**config.mk**
```make
export PLATFORM = sky130hd
export DESIGN_NAME = cmac_tx_arbiter
export DESIGN_NICKNAME = d
export VERILOG_FILES = /design/src/rtl/cmac_tx_arbiter.sv
export SDC_FILE = /design/constraint.sdc
export NUM_CORES = 1
export LEC_CHECK = 0
export ABC_AREA = 1
export CORE_AREA = 2 2 678 680
export CTS_CLUSTER_DIAMETER = 30
export DETAILED_ROUTE_END_ITERATION = 8
export DIE_AREA = 0 0 680 682
export GPL_TIMING_DRIVEN = 0
export SKIP_CTS_REPAIR_TIMING = 1
export SLEW_MARGIN = 20
export SYNTH_ARGS = -nofsm -noshare
export SYNTH_HDL_FRONTEND = slang
export SYNTH_SLANG_ARGS = --single-unit
```
**constraint.sdc**
```tcl
create_clock -name clk -period 1.75 [get_ports clk]
set_clock_uncertainty 0.1 [all_clocks]
set_input_delay 0.35 -clock clk [delete_from_list [all_inputs] [get_ports clk]]
set_output_delay 0.35 -clock clk [all_outputs]
set_load 0.05 [all_outputs]
```
**src/rtl/cmac_tx_arbiter.sv**
```systemverilog
// -----------------------------------------------------------------------------
// cmac_tx_arbiter
//   Packet-granular round-robin arbiter that shares the CMAC TX AXI-Stream port
//   among NUM_CH requesters. A one-cycle IDLE bubble registers the grant; the
//   packet is then passed through combinationally until its tlast. Packets that
//   reach MAX_BEATS beats without tlast are cut (tlast forced) and their tail is
//   drained silently. New grants are only issued while link_up is high.
//
//   Optional build macro: CMAC_TX_ARB_STATS_EN adds per-channel packet counters
//   (pkt_count) and a truncation counter (drop_count).
// -----------------------------------------------------------------------------
module cmac_tx_arbiter #(
  parameter int NUM_CH    = 2,
  parameter int DW        = 512,
  parameter int MAX_BEATS = 150
) (
  input  logic                   clk,
  input  logic                   resetn,
  input  logic                   link_up,
  input  logic [NUM_CH*DW-1:0]   s_axis_tdata,
  input  logic [NUM_CH*DW/8-1:0] s_axis_tkeep,
  input  logic [NUM_CH-1:0]      s_axis_tlast,
  input  logic [NUM_CH-1:0]      s_axis_tvalid,
  output logic [NUM_CH-1:0]      s_axis_tready,
  output logic [DW-1:0]          m_axis_tdata,
  output logic [DW/8-1:0]        m_axis_tkeep,
  output logic                   m_axis_tlast,
  output logic                   m_axis_tvalid,
  input  logic                   m_axis_tready,
  output logic [NUM_CH-1:0]      grant,
  output logic                   err_oversize
`ifdef CMAC_TX_ARB_STATS_EN
  ,
  output logic [NUM_CH*32-1:0]   pkt_count,
  output logic [31:0]            drop_count
`endif
);

  localparam int          PW       = (NUM_CH > 1) ? $clog2(NUM_CH) : 1;
  localparam int          KW       = DW / 8;
  localparam logic [15:0] LAST_CNT = 16'(MAX_BEATS - 1);

  typedef enum logic [1:0] {
    IDLE = 2'd0,
    PASS = 2'd1,
    DROP = 2'd2
  } state_e;

  state_e            state_q, state_d;
  logic [PW-1:0]     rr_ptr_q, rr_ptr_d;
  logic [PW-1:0]     gidx_q, gidx_d;       // index of the channel that owns the packet
  logic [NUM_CH-1:0] grant_q, grant_d;
  logic [15:0]       cnt_q, cnt_d;         // beats accepted in the current packet
  logic              err_q, err_d;

  logic [PW-1:0]     cand;
  logic [PW-1:0]     pick;
  logic              pick_ok;
  logic              pkt_done;             // source tlast accepted: packet is over
  logic              trunc;                // MAX_BEATS reached without tlast

  // Round-robin search: first valid channel starting at rr_ptr, wrapping modulo NUM_CH
  always_comb begin
    // NOTE: every signal driven here gets a default first, so no path can leave
    // one unassigned and infer a latch.
    cand    = '0;
    pick    = '0;
    pick_ok = 1'b0;
    for (int k = NUM_CH - 1; k >= 0; k--) begin
      cand = PW'((int'(rr_ptr_q) + k) % NUM_CH);
      if (s_axis_tvalid[cand]) begin
        pick    = cand;
        pick_ok = 1'b1;
      end
    end
  end

  // Output mux of the owning channel's data and keep
  always_comb begin
    m_axis_tdata = '0;
    m_axis_tkeep = '0;
    for (int c = 0; c < NUM_CH; c++) begin
      if (gidx_q == PW'(c)) begin
        m_axis_tdata = s_axis_tdata[c*DW +: DW];
        m_axis_tkeep = s_axis_tkeep[c*KW +: KW];
      end
    end
  end

  // Next-state logic and handshake steering for IDLE / PASS / DROP
  always_comb begin
    state_d       = state_q;
    rr_ptr_d      = rr_ptr_q;
    gidx_d        = gidx_q;
    grant_d       = grant_q;
    cnt_d         = cnt_q;
    err_d         = 1'b0;
    s_axis_tready = '0;
    m_axis_tvalid = 1'b0;
    m_axis_tlast  = 1'b0;
    pkt_done      = 1'b0;
    trunc         = 1'b0;

    case (state_q)
      IDLE: begin
        if (link_up && pick_ok) begin
          gidx_d        = pick;
          grant_d       = '0;
          grant_d[pick] = 1'b1;
          cnt_d         = '0;
          state_d       = PASS;
        end
      end

      PASS: begin
        m_axis_tvalid         = s_axis_tvalid[gidx_q];
        s_axis_tready[gidx_q] = m_axis_tready;
        // The beat that hits the limit carries a forced tlast so the CMAC closes the frame.
        m_axis_tlast          = s_axis_tlast[gidx_q] | (cnt_q == LAST_CNT);
        if (s_axis_tvalid[gidx_q] && m_axis_tready) begin
          cnt_d = cnt_q + 16'd1;
          if (s_axis_tlast[gidx_q]) begin
            pkt_done = 1'b1;
          end else if (cnt_q == LAST_CNT) begin
            trunc   = 1'b1;
            err_d   = 1'b1;
            cnt_d   = '0;
            state_d = DROP;
          end
        end
      end

      DROP: begin
        // Tail of a truncated packet is swallowed without reaching the CMAC.
        s_axis_tready[gidx_q] = 1'b1;
        if (s_axis_tvalid[gidx_q] && s_axis_tlast[gidx_q]) begin
          pkt_done = 1'b1;
        end
      end

      default: state_d = IDLE;
    endcase

    if (pkt_done) begin
      state_d  = IDLE;
      grant_d  = '0;
      cnt_d    = '0;
      rr_ptr_d = PW'((int'(gidx_q) + 1) % NUM_CH);
    end
  end

  // State, pointer, grant and beat-counter registers
  always_ff @(posedge clk or negedge resetn) begin
    // NOTE: sequential state uses non-blocking assignments so all registers
    // update together from pre-edge values.
    if (!resetn) begin
      state_q  <= IDLE;
      rr_ptr_q <= '0;
      gidx_q   <= '0;
      grant_q  <= '0;
      cnt_q    <= '0;
      err_q    <= 1'b0;
    end else begin
      state_q  <= state_d;
      rr_ptr_q <= rr_ptr_d;
      gidx_q   <= gidx_d;
      grant_q  <= grant_d;
      cnt_q    <= cnt_d;
      err_q    <= err_d;
    end
  end

  assign grant        = grant_q;
  assign err_oversize = err_q;

`ifdef CMAC_TX_ARB_STATS_EN
  logic [NUM_CH*32-1:0] pkt_cnt_q;
  logic [31:0]          drop_cnt_q;

  // Completed-packet and truncation counters; they wrap at 2^32
  always_ff @(posedge clk or negedge resetn) begin
    if (!resetn) begin
      pkt_cnt_q  <= '0;
      drop_cnt_q <= '0;
    end else begin
      for (int c = 0; c < NUM_CH; c++) begin
        if (pkt_done && (gidx_q == PW'(c))) begin
          pkt_cnt_q[c*32 +: 32] <= pkt_cnt_q[c*32 +: 32] + 32'd1;
        end
      end
      if (trunc) begin
        drop_cnt_q <= drop_cnt_q + 32'd1;
      end
    end
  end

  assign pkt_count  = pkt_cnt_q;
  assign drop_count = drop_cnt_q;
`endif

endmodule

```
; Word-level counts from Yosys, hierarchy flattened
; Cells that the tools add are included.
[classes]
add_sub_neg = 3
bitwise_logic = 2
order_cmp = 6
mux = 44
n_reduce_logical = 13
n_eq_ne = 8
[ops]
columns = operator, n
row1 = 512-bit two-way mux, 1
row2 = 16-bit two-way mux, 5
row3 = 64-bit two-way mux, 1
row4 = 16-bit one-hot mux with 2 select lines, 1
row5 = 1-bit two-way mux, 23
row6 = "16-bit by 1-bit adder with 16-bit output, second input constant", 1
row7 = "16-bit by 8-bit == test with 1-bit output, second input constant", 1
row8 = 2-bit two-way mux, 8
row9 = "3-bit != test, second input constant", 4
row10 = "1-bit by 2-bit less-than comparator with 1-bit output, second input constant", 4
row11 = 2-bit one-hot mux with 3 select lines, 1
row12 = 1-bit logical AND, 5
row13 = 5-bit AND reduction, 1
row14 = 2-bit one-hot mux with 2 select lines, 1
row15 = 2-bit AND reduction, 2
row16 = 2-bit nonzero test, 2
row17 = 3-bit AND reduction, 1
row18 = 3-bit nonzero test, 1
row19 = "1-bit adder, second input constant", 2
row20 = 2-bit AND, 1
row21 = 1-bit demux with 1-bit select, 2
row22 = "2-bit by 1-bit == test with 1-bit output, second input constant", 1
row23 = "2-bit == test, second input constant", 1
row24 = "1-bit >= comparator, second input constant", 2
row25 = 4 further kinds, 4
[word_totals]
reg_bits = 23
inputBits = 1160

; Longest topological paths before layout
[depth]
ltp_word = 12
ltp_mapped = 12

; Worst setup path before layout
; OpenSTA, ideal clock, no wires.
[synth_path]
kind = register to output
from = register state_q[1]
to = output port m_axis_tlast
path_stages_with_launch = 7
n_path_buf = 2
t_required_ps = 1300
t_arrival_ps = 1843
slack_ps = -543
path_cell_list = dfrtp_1 -> inv_1 -> ha_1 -> buf_2 -> inv_1 -> clkbuf_1 -> a21oi_1
[synth_via]
elab_chain_cells = 2
[synth_rtl]
columns = element, line
row1 = from (decl), 49  ; state_e state_q, state_d;
row2 = from (signal assigned), 164  ; state_q <= state_d;
row3 = 2-bit by 1-bit == test with 1-bit output, 104  ; case (state_q)
row4 = 1-bit two-way mux, 104
row5 = to (decl), 27  ; output logic m_axis_tlast,
; Every way passes these cells.

; Worst setup path in the final report
[layout_path]
from = register gidx_q
to = output port m_axis_tkeep[54]
[layout_via]
elab_chain_cells = 1
[layout_rtl]
columns = element, line
row1 = from (decl), 51  ; logic [PW-1:0] gidx_q, gidx_d;
row2 = from (signal assigned), 166  ; gidx_q <= gidx_d;
row3 = 64-bit two-way mux, 83  ; if (gidx_q == PW'(c)) begin
row4 = to (decl), 26  ; output logic [DW/8-1:0] m_axis_tkeep,
; Every way passes these cells.

==> flow_metrics.env <==
export IMPL_synth_edf_count=0
export IMPL_ys_ff_latch=23
export IMPL_ioPinCount=1743
export IMPL_cts_tree="yes"
export IMPL_setup_violations_final=601
export IMPL_layout_setup_ws_ns=-1.11
export IMPL_irDropWorstVdd_v=0.000890
export IMPL_fin_area_sq_um=35600
export IMPL_netlist_area_sq_um=8650
export IMPL_worstSetupPathType="reg -> out"
export IMPL_rsz0062_at_grt="yes"
export IMPL_port_buffers=1742
export IMPL_antenna_found_initial=448
export IMPL_syn_avg_cell_area_sq_um=4.10
export IMPL_crit_path_start_kind="flop"
export IMPL_worstPathCellList="buf_12 -> buf_16 -> buf_4 -> nand2_1 -> nand2_2 -> clkbuf_2"
export IMPL_num_vias=23700
export IMPL_period_needed_ns=2.86
export IMPL_first_pass_iters=5
export IMPL_rows=249
export IMPL_r2r_slack_ns=-0.40
export IMPL_initial_core_util_pct=1.89
export IMPL_layout_nets=5033
export IMPL_required_ns=1.30
export IMPL_die_area_sq_um=464000
export IMPL_yosysTopAreaCell="nand2_1"
export IMPL_die_w_um=680
export IMPL_yosys_top_cells_count="nand2_1, clkbuf_1, nor2_1, inv_1, dfrtp_1"
export IMPL_slew_headroom_pct=53.4
export IMPL_final_util_pct=7.79
export IMPL_fmaxAchievable_mhz=350
export IMPL_total_power_uw=70200
export IMPL_drv_cap=0
export IMPL_crit_arrival_ns=2.41
export IMPL_violations="negative setup slack"
export IMPL_cp_slowest_stage_delay_ns=0.43
export IMPL_clock_root_buffer="clkbuf_16"
export IMPL_design_core_area_sq_um=457000
export IMPL_yosysUniqueCellTypes=23
export IMPL_yosysSeqAreaShare_pct=6.65
export IMPL_async_flop_share_pct=100
export IMPL_grt_ovfl_total=0
export IMPL_track_usage_pct=17.2
export IMPL_drtIter0Drc=1842
export IMPL_cp_slowest_cell="dfrtp_2"
export IMPL_cts_buffers=3
export IMPL_h_tree_depth=1
export IMPL_synth_most_common_cell="nand2_1"
export IMPL_timing_final_hold_violations=0
export IMPL_clkLatencyLatePin_ns=0.28
export IMPL_power_density_nw_per_um2=1970
export IMPL_grt_max_degree=24
export IMPL_fp_dieH_um=682
export IMPL_status="finished with violations"
export IMPL_wl_per_cell_um=41.9
export IMPL_clk_path_buf_depth=2
export IMPL_ys_flop_type="dfrtp_1"
export IMPL_clk_pin_slew_worst_paths_ns=0.08
export IMPL_fin_crit_sh_pct=163
export IMPL_final_antenna_net_count=0
export IMPL_gp_congestion=1.26
export IMPL_routed_wl_um=420000
export IMPL_via_per_inst=2.36
export IMPL_tightest_slew_ns=0.699
export IMPL_drive_above_1_share_pct=35.7
export IMPL_cts_num_sinks=23
export IMPL_hold_path_class="in -> async"
export IMPL_synthTopCellsByArea="nand2_1, dfrtp_1, clkbuf_1"
export IMPL_nFillCells=54100
export IMPL_drc_errors=0
export IMPL_p_leak_uw=0.0145
export IMPL_endpoint_kind="output port"
export IMPL_crit_path_max_fanout=10
export IMPL_syn_inst=2113
export IMPL_syn_to_final_growth_pct=312
export IMPL_hpwlAfterDp_um=400000
export IMPL_grt_pass1_vias=21200
export IMPL_placed_area_sq_um=35300
export IMPL_slew_viol_final=0
export IMPL_syn_nets=3278
export IMPL_grt_pass1_wl_um=461000
export IMPL_synth_top_area_share_pct=78.4
export IMPL_yosys_warnings=0
## power by group
group	internal (uW)	switching [uW]	leakage [uW]	total, uW
Clock	314	258	0.0000390	572
Combinational	14200	54700	0.0141	68900
Sequential	617	93.1	0.000308	710
## registers in the layout, indices dropped and copies added (netlist names)
| register | count |
|---|---|
| gidx_q | 1 |
| grant | 2 |
| state_q | 2 |
| err_oversize | 1 |
| rr_ptr_q | 1 |
| cnt_q | 16 |
## cell families after synthesis
logic type | after synthesis | share of synthesized area [%]
compound gates | 26 | 1.59
xor+xnor | 2 | 0.202
fa+ha+maj | 5 | 0.723
buf+inv | 164 | 7.34
flops | 23 | 6.65
simple gates | 1893 | 83.5
## layer usage
| metal | share of wire, % | vias up | track usage, % |
|---|---|---|---|
| met1 | 37 | 10700 | 18.8 |
| li1 | - | 9979 | - |
| met3 | 12 | 795 | 8.87 |
| met5 | 0.47 | - | 0.479 |
| met2 | 46 | 1969 | 28.8 |
| met4 | 4.1 | 262 | 4.91 |
## through the flow
| step | cells | setup TNS, ns | hold slack (ns) | setup slack, ns |
|---|---|---|---|---|
| 2_1_floorplan | 2113 | -37.64 | -0.0456 | -0.226 |
| 3_5_place_dp | 9885 | -1272.65 | 0.347 | -3.13 |
| 5_1_grt | 9958 | -579.26 | 0.0614 | -1.12 |
| 6_report | 10000 | -526.84 | 0.0175 | -1.11 |
| 4_1_cts | 9889 | -1450.96 | 0.0460 | -3.43 |
| 3_3_place_gp | 9879 | -1683.86 | 0.404 | -5.43 |
## layout by cell type, fill, tap and decap left out, types with 4 or more instances in the layout
cell	n
clkbuf_2	269
buf_8	10
buf_4	54
diode_2	135
clkbuf_1	4
nand3_1	19
buf_6	90
o21ai_1	9
nand4_1	14
inv_1	29
nand2_4	118
o21ai_0	11
nor2_1	41
buf_2	47
clkbuf_16	5
dfrtp_1	22
clkdlybuf4s50_1	1162
nand2_1	1132
ha_1	5
buf_16	8
dlymetal6s2s_1	27
nand2_2	559
buf_12	18
clkbuf_4	192
## final cells by class
type	instances	area [sq um]	area share [%]
inverter	31	116	0.327
tap	6024	7540	21.2
timing repair buffer	1750	16100	45.2
sequential	23	577	1.62
antenna	135	338	0.949
clock buffer	4	78.8	0.221
multi-input combinational	1926	9750	27.4
buffer	133	1130	3.18
## critical path, delay by kind of cell, from the launching register on
| kind | cells | cell delay, ns |
|---|---|---|
| and+or+nand+nor | 2 | 0.46 |
| buffers and inverters | 4 | 1.16 |
| DFF | 1 | 0.43 |
## path summary, 6_finish.rpt
check                                       start                     end  cells after the start
max                            gidx_q$_DFFE_PN0P_        m_axis_tkeep[54]                      6
min                                        resetn    cnt_q[7]$_DFFE_PN0P_                      1
max reg2reg                state_q[1]$_DFFE_PN0P_    cnt_q[3]$_DFFE_PN0P_                     12
min reg2reg                state_q[0]$_DFFE_PN0P_  state_q[0]$_DFFE_PN0P_                      2
max in group asynchronous                  resetn      gidx_q$_DFFE_PN0P_                      1
min in group clk           state_q[0]$_DFFE_PN0P_  state_q[0]$_DFFE_PN0P_                      2
Note: power is estimated with default switching activity, not from simulation.
